File: src/rtl/parking_occupancy_ctrl.sv
// Car-park occupancy controller: arbitrates entry/exit gate handshakes and
// sequences an external 4-bit adder/subtractor to update the occupancy count.
module parking_occupancy_ctrl #(
  parameter int unsigned CAPACITY = 12
) (
  input  logic       clk,
  input  logic       rst_n,
  input  logic       entry_req,
  input  logic       exit_req,
  output logic       entry_ack,
  output logic       exit_ack,
  output logic       denied,
  output logic       as_s,
  output logic [3:0] as_a,
  output logic [3:0] as_b,
  input  logic [4:0] as_sum,
  output logic [3:0] count,
  output logic       full,
  output logic       empty
);

  localparam int unsigned CW = 4;

  typedef enum logic [1:0] {IDLE, OP, DONE} state_t;
  typedef enum logic {SIDE_ENTRY, SIDE_EXIT} side_t;

  state_t        state, state_n;
  side_t         last_grant, last_grant_n;
  side_t         grant, grant_n;
  side_t         sel;
  logic          legal;
  logic          granted_req;
  logic [CW-1:0] count_n, as_a_n, as_b_n;
  logic          entry_ack_n, exit_ack_n, denied_n, as_s_n;

  // Status decodes of the occupancy register.
  assign full  = (count == CW'(CAPACITY));
  assign empty = (count == '0);

  // State and output registers.
  always_ff @(posedge clk or negedge rst_n) begin
    if (!rst_n) begin
      state      <= IDLE;
      last_grant <= SIDE_EXIT;
      grant      <= SIDE_ENTRY;
      count      <= '0;
      entry_ack  <= 1'b0;
      exit_ack   <= 1'b0;
      denied     <= 1'b0;
      as_s       <= 1'b0;
      as_a       <= '0;
      as_b       <= '0;
    end else begin
      state      <= state_n;
      last_grant <= last_grant_n;
      grant      <= grant_n;
      count      <= count_n;
      entry_ack  <= entry_ack_n;
      exit_ack   <= exit_ack_n;
      denied     <= denied_n;
      as_s       <= as_s_n;
      as_a       <= as_a_n;
      as_b       <= as_b_n;
    end
  end

  // Arbitration, adder sequencing and handshake next-state logic.
  always_comb begin
    state_n      = state;
    last_grant_n = last_grant;
    grant_n      = grant;
    count_n      = count;
    entry_ack_n  = entry_ack;
    exit_ack_n   = exit_ack;
    denied_n     = denied;
    as_s_n       = as_s;
    as_a_n       = as_a;
    as_b_n       = as_b;
    sel          = SIDE_ENTRY;
    legal        = 1'b0;
    granted_req  = (grant == SIDE_EXIT) ? exit_req : entry_req;

    unique case (state)
      IDLE: begin
        if (entry_req || exit_req) begin
          // Round-robin only matters on a tie; a lone request always wins.
          if (entry_req && exit_req) begin
            sel          = (last_grant == SIDE_EXIT) ? SIDE_ENTRY : SIDE_EXIT;
            last_grant_n = sel;
          end else begin
            sel = exit_req ? SIDE_EXIT : SIDE_ENTRY;
          end
          grant_n = sel;
          legal   = (sel == SIDE_ENTRY) ? (count < CW'(CAPACITY)) : (count != '0);
          if (legal) begin
            as_s_n  = (sel == SIDE_EXIT);
            as_a_n  = count;
            as_b_n  = CW'(1);
            state_n = OP;
          end else begin
            entry_ack_n = (sel == SIDE_ENTRY);
            exit_ack_n  = (sel == SIDE_EXIT);
            denied_n    = 1'b1;
            state_n     = DONE;
          end
        end
      end
      OP: begin
        // A missing carry on subtract would mean a wrap below zero.
        if (as_s && !as_sum[4]) begin
          denied_n = 1'b1;
        end else begin
          count_n  = as_sum[3:0];
          denied_n = 1'b0;
        end
        entry_ack_n = (grant == SIDE_ENTRY);
        exit_ack_n  = (grant == SIDE_EXIT);
        state_n     = DONE;
      end
      DONE: begin
        if (!granted_req) begin
          entry_ack_n = 1'b0;
          exit_ack_n  = 1'b0;
          denied_n    = 1'b0;
          as_b_n      = '0;
          state_n     = IDLE;
        end
      end
      default: state_n = IDLE;
    endcase
  end

endmodule

File: config.mk
export PLATFORM = sky130hd
export DESIGN_NAME = parking_occupancy_ctrl
export DESIGN_NICKNAME = d
export VERILOG_FILES = /design/src/rtl/parking_occupancy_ctrl.sv
export SDC_FILE = /design/constraint.sdc
export NUM_CORES = 1
export LEC_CHECK = 0
export BUFFER_PORTS_ARGS = -buffer_cell sky130_fd_sc_hd__buf_2
export CORE_UTILIZATION = 50
export CTS_BUF_LIST = sky130_fd_sc_hd__clkbuf_2 sky130_fd_sc_hd__clkbuf_4 sky130_fd_sc_hd__clkbuf_8
export DETAILED_ROUTE_END_ITERATION = 6
export PLACE_DENSITY = 0.8
export SETUP_SLACK_MARGIN = 0.1
export SYNTH_ARGS = -nofsm -noshare
export SYNTH_HDL_FRONTEND = slang
export SYNTH_SLANG_ARGS = --single-unit
File: constraint.sdc
create_clock -name clk -period 4.13 [get_ports clk]
set_input_delay 0.826 -clock clk [delete_from_list [all_inputs] [get_ports clk]]
set_output_delay 0.826 -clock clk [all_outputs]
set_load 0.05 [all_outputs]
Word-level counts from Yosys, hierarchy flattened
Index checks and enable logic that the tools add are counted.
{ "word_totals": {"regBits": 20, "output_inout_bits": 18, "word_cells": 63} }
{ "op_classes": {"n_lt_le_gt_ge": 1, "n_eq_ne": 7, "n_mux": 26, "bitwise_logic": 3, "n_reduce_logical": 16} }
{ "op_table": {"columns": ["cell", "count"], "rows": [
  ["two-way mux 1 bit", 15],
  ["two-way mux 4 bit", 3],
  ["case mux 1 bit (3 select lines)", 3],
  ["inequality test 2 bit, second input constant", 4],
  ["case mux 4 bit (2 select lines)", 1],
  ["AND reduction 4 bit", 2],
  ["two-way mux 2 bit", 3],
  ["case mux 2 bit (3 select lines)", 1],
  ["AND reduction 2 bit", 3],
  ["AND reduction 3 bit", 2],
  ["== test 4 bit, second input constant", 1],
  ["logical NOT 4 bit", 1],
  ["less-than comparator 4 bit, second input constant", 1],
  ["nonzero test 4 bit", 1],
  ["NOT 1 bit", 3],
  ["nonzero test 3 bit", 1],
  ["== test 2 x 1 -> 1 bit, second input constant", 1],
  ["== test 2 bit, second input constant", 1],
  ["logical AND 1 bit", 2],
  ["logical NOT 2 bit", 1],
  ["nonzero test 2 bit", 1],
  ["logical NOT 1 bit", 1],
  ["logical OR 1 bit", 1]
]} }

Logic depth before layout (Yosys ltp)
{ "logic_depth": {"depth_word": 8, "depth_mapped": 7, "depth_no_buf": 6} }

Worst setup path before layout
Ideal clock, no wire load.
{ "synth_timing": {"path_kind": "reg2out", "start": "register count[3]", "end": "output port full", "arrival_ns": 1.873, "setup_slack_ns": 1.431, "path_stages_with_launch": 3, "n_path_buf": 0, "cell_sequence": "dfrtp_1 -> nand2_1 -> nor3_1"} }
{ "synth_between": {"elab_chain_cells": 1} }
{ "synth_lines": {"columns": ["item", "line", "source"], "rows": [
  ["from (decl)", "17", "output logic [3:0] count,"],
  ["from (signal assigned)", "57", "count <= count_n;"],
  ["== test 4 bit", "37", "assign full = (count == CW'(CAPACITY));"],
  ["to (decl)", "18", "output logic full,"]
]} }
Every way passes these cells.

Worst setup path after layout
{ "layout_timing": {"start": "register count[2]", "end": "output port empty"} }
{ "layout_between": {"elab_chain_cells": 1} }
{ "layout_lines": {"columns": ["item", "line", "source"], "rows": [
  ["logical NOT 4 bit", "38", "assign empty = (count == '0);"],
  ["to (decl)", "19", "output logic empty"]
]} }
Every way passes these cells.

==> flow_metrics.env <==
export IMPL_outcome="completed"
export IMPL_cts_sinks=17
export IMPL_grt_max_degree=18
export IMPL_post_synth_num_cell_types=26
export IMPL_fp_row_count=14
export IMPL_fin_nets=118
export IMPL_setup_viol=0
export IMPL_postCtsResizedCells=0
export IMPL_relSlewSlack_pct=63.46
export IMPL_insertion_delay_ns=0.29
export IMPL_fp_dieH_um=44.15
export IMPL_antenna_found_initial=0
export IMPL_cts_tree="done"
export IMPL_max_stage_delay_ns=0.57
export IMPL_netlist_area_um2=888.4
export IMPL_tightest_slew_ns=0.5432
export IMPL_critPathBufInv=2
export IMPL_hpwl_um=1197
export IMPL_boundaryPins=27
export IMPL_die_x_um=44.15
export IMPL_ctsHoldBuffers=0
export IMPL_syn_avg_cell_area_um2=11.24
export IMPL_r2r_end="entry_ack"
export IMPL_yosysSeqAreaShare_pct=48.03
export IMPL_start_kind="flop"
export IMPL_die_area_um2=1949
export IMPL_synth_seq_cells=17
export IMPL_drt_iter0_drc=15
export IMPL_grt_pass1_wl_um=2546
export IMPL_crit_arrival_ns=1.62
export IMPL_crit_family="simple AND/OR/NAND/NOR gates"
export IMPL_grt_overflow=0
export IMPL_diodes=0
export IMPL_grt_use_total_pct=18.10
export IMPL_wire_per_inst_um=13.36
export IMPL_finalCritPeriodShare_pct=59.19
export IMPL_crit_required_ns=3.30
export IMPL_drt_total_wl_um=1603
export IMPL_cts_setup_buffers=0
export IMPL_cts_buffers=3
export IMPL_grt_pass1_vias=595
export IMPL_antenna_left=0
export IMPL_vias_per_cell=5.642
export IMPL_via_count=677
export IMPL_cp_depth=3
export IMPL_reg2reg_slack_ns=2.05
export IMPL_io_buffers=23
export IMPL_startpoint="count[2]"
export IMPL_rsz0062_at_grt="no"
export IMPL_cpMaxStageDelayCell="or4_4"
export IMPL_reg2reg_from="count[2]"
export IMPL_hold_viol_final=0
export IMPL_final_common_cell="buf_2"
export IMPL_path_clk_slew_ns=0.10
export IMPL_slew_viol_final=0
export IMPL_htreeDepth=1
export IMPL_gp_congestion=0.7803
export IMPL_coreArea_um2=1577
export IMPL_clock_skew_ns=0.007046
export IMPL_setup_tns_ns=0
export IMPL_drtPass1Iterations=6
export IMPL_cts_root_buf="clkbuf_4"
export IMPL_drive_gt1_share_pct=41.35
export IMPL_endpoint_kind="output pin"
export IMPL_stdcell_count=120
export IMPL_start_util_pct=56.35
export IMPL_r2r_cells=4
export IMPL_worst_setup_path_type="flop to output pin"
export IMPL_area_delta_synth_final_pct=16.20
export IMPL_cp_cell_sequence="or4_4, inv_1, buf_2"
export IMPL_fmax_mhz=409.1
export IMPL_cts_buffer_depth=2
export IMPL_min_path_type="primary input to asynchronous set/reset pin"
export IMPL_worstPathMaxFanout=5
export IMPL_maxCapViolations=0
export IMPL_mostFrequentLayoutCells="buf_2 (23), dfrtp_1 (16), mux2_2 (12)"
export IMPL_syn_inst=79
export IMPL_fin_crit_ns=2.445
export IMPL_yosysWarnings=0
export IMPL_drc=0
export IMPL_dp_cells=116
## worst reg2reg max path: stages, from the launching register on
cell and delay, ns:
dfrtp_1 0.44, or4_4 0.57, mux2_4 0.31, a211oi_4 0.30, mux2_2 0.36
## cell usage after synthesis
library cell	number	area, um2
o211ai_1	1	7.510
nor2_1	1	3.750
nand3b_1	1	7.510
o2111ai_1	1	8.760
a211oi_4	1	20.02
ha_1	4	50.05
conb_1	1	3.750
o21ai_1	1	5.000
buf_4	3	22.52
mux2_4	1	15.01
a22o_1	1	8.760
nand2_1	7	26.28
dfrtp_1	16	400.4
clkbuf_1	1	3.750
mux2_2	12	135.1
dfstp_2	1	26.28
nand3_1	4	20.02
o21ai_0	5	25.02
nor3_1	1	5.000
a22oi_1	1	7.510
a21o_1	1	7.510
a31oi_1	1	6.260
inv_1	8	30.03
a21boi_0	3	22.52
xnor2_1	1	8.760
or4_4	1	11.26
## metal layers
metal | vias to the layer above | wire [um] | GRT usage, %
li1 | 318 | - | -
met1 | 325 | 734 | 22.40
met2 | 34 | 748 | 29.71
met3 | 0 | 120 | 7.755
met4 | 0 | 0 | 3.636
met5 | - | 0 | 0
## state kept, by name, summed over array words and instances, names as in the netlist
| name | cells |
|---|---|
| count | 4 |
| denied | 1 |
| entry_ack | 1 |
| grant | 1 |
| as_s | 1 |
| state | 2 |
| as_b | 1 |
| last_grant | 1 |
| as_a | 4 |
| exit_ack | 1 |
## cell families after synthesis
group	count (synthesis)	synth area share [%]
buffers and inverters	12	6.338
AO/OA/AOI/OAI	16	13.38
adder cells (fa/ha/maj)	4	5.634
multiplexers	13	16.90
AND/OR/NAND/NOR	15	8.310
flip-flops	17	48.03
other	1	0.4221
XOR/XNOR	1	0.9861
## through the flow
stage	hold slack, ns	setup slack, ns	area, um2	utilization (%)
after floorplan	0.4748	1.431	895.9	-
after global placement	0.4847	1.626	1005	63.73
after detailed placement	0.4907	1.565	1005	63.73
after CTS	0.4401	1.687	1032	65.48
after global routing	0.4414	1.622	1032	65.48
final	0.4315	1.685	1032	65.48
## area by class of cell
class | count | area, um2
Tap cell | 16 | 20.02
Fill cell | 120 | 544.3
Clock buffer | 3 | 22.52
Sequential cell | 17 | 426.7
Multi-Input combinational cell | 52 | 412.9
Clock inverter | 1 | 5.005
Inverter | 8 | 30.03
Timing Repair Buffer | 23 | 115.1
## worst max path at each step
stage	slack, ns	endpoint
2_1_floorplan	1.43	full
3_3_place_gp	1.63	denied
3_5_place_dp	1.56	exit_ack
4_1_cts	1.69	empty
5_1_grt	1.62	empty
6_report	1.69	empty
Power is not shown: default switching activity piles up to over one toggle a cycle in this logic, so the estimate is an artifact.
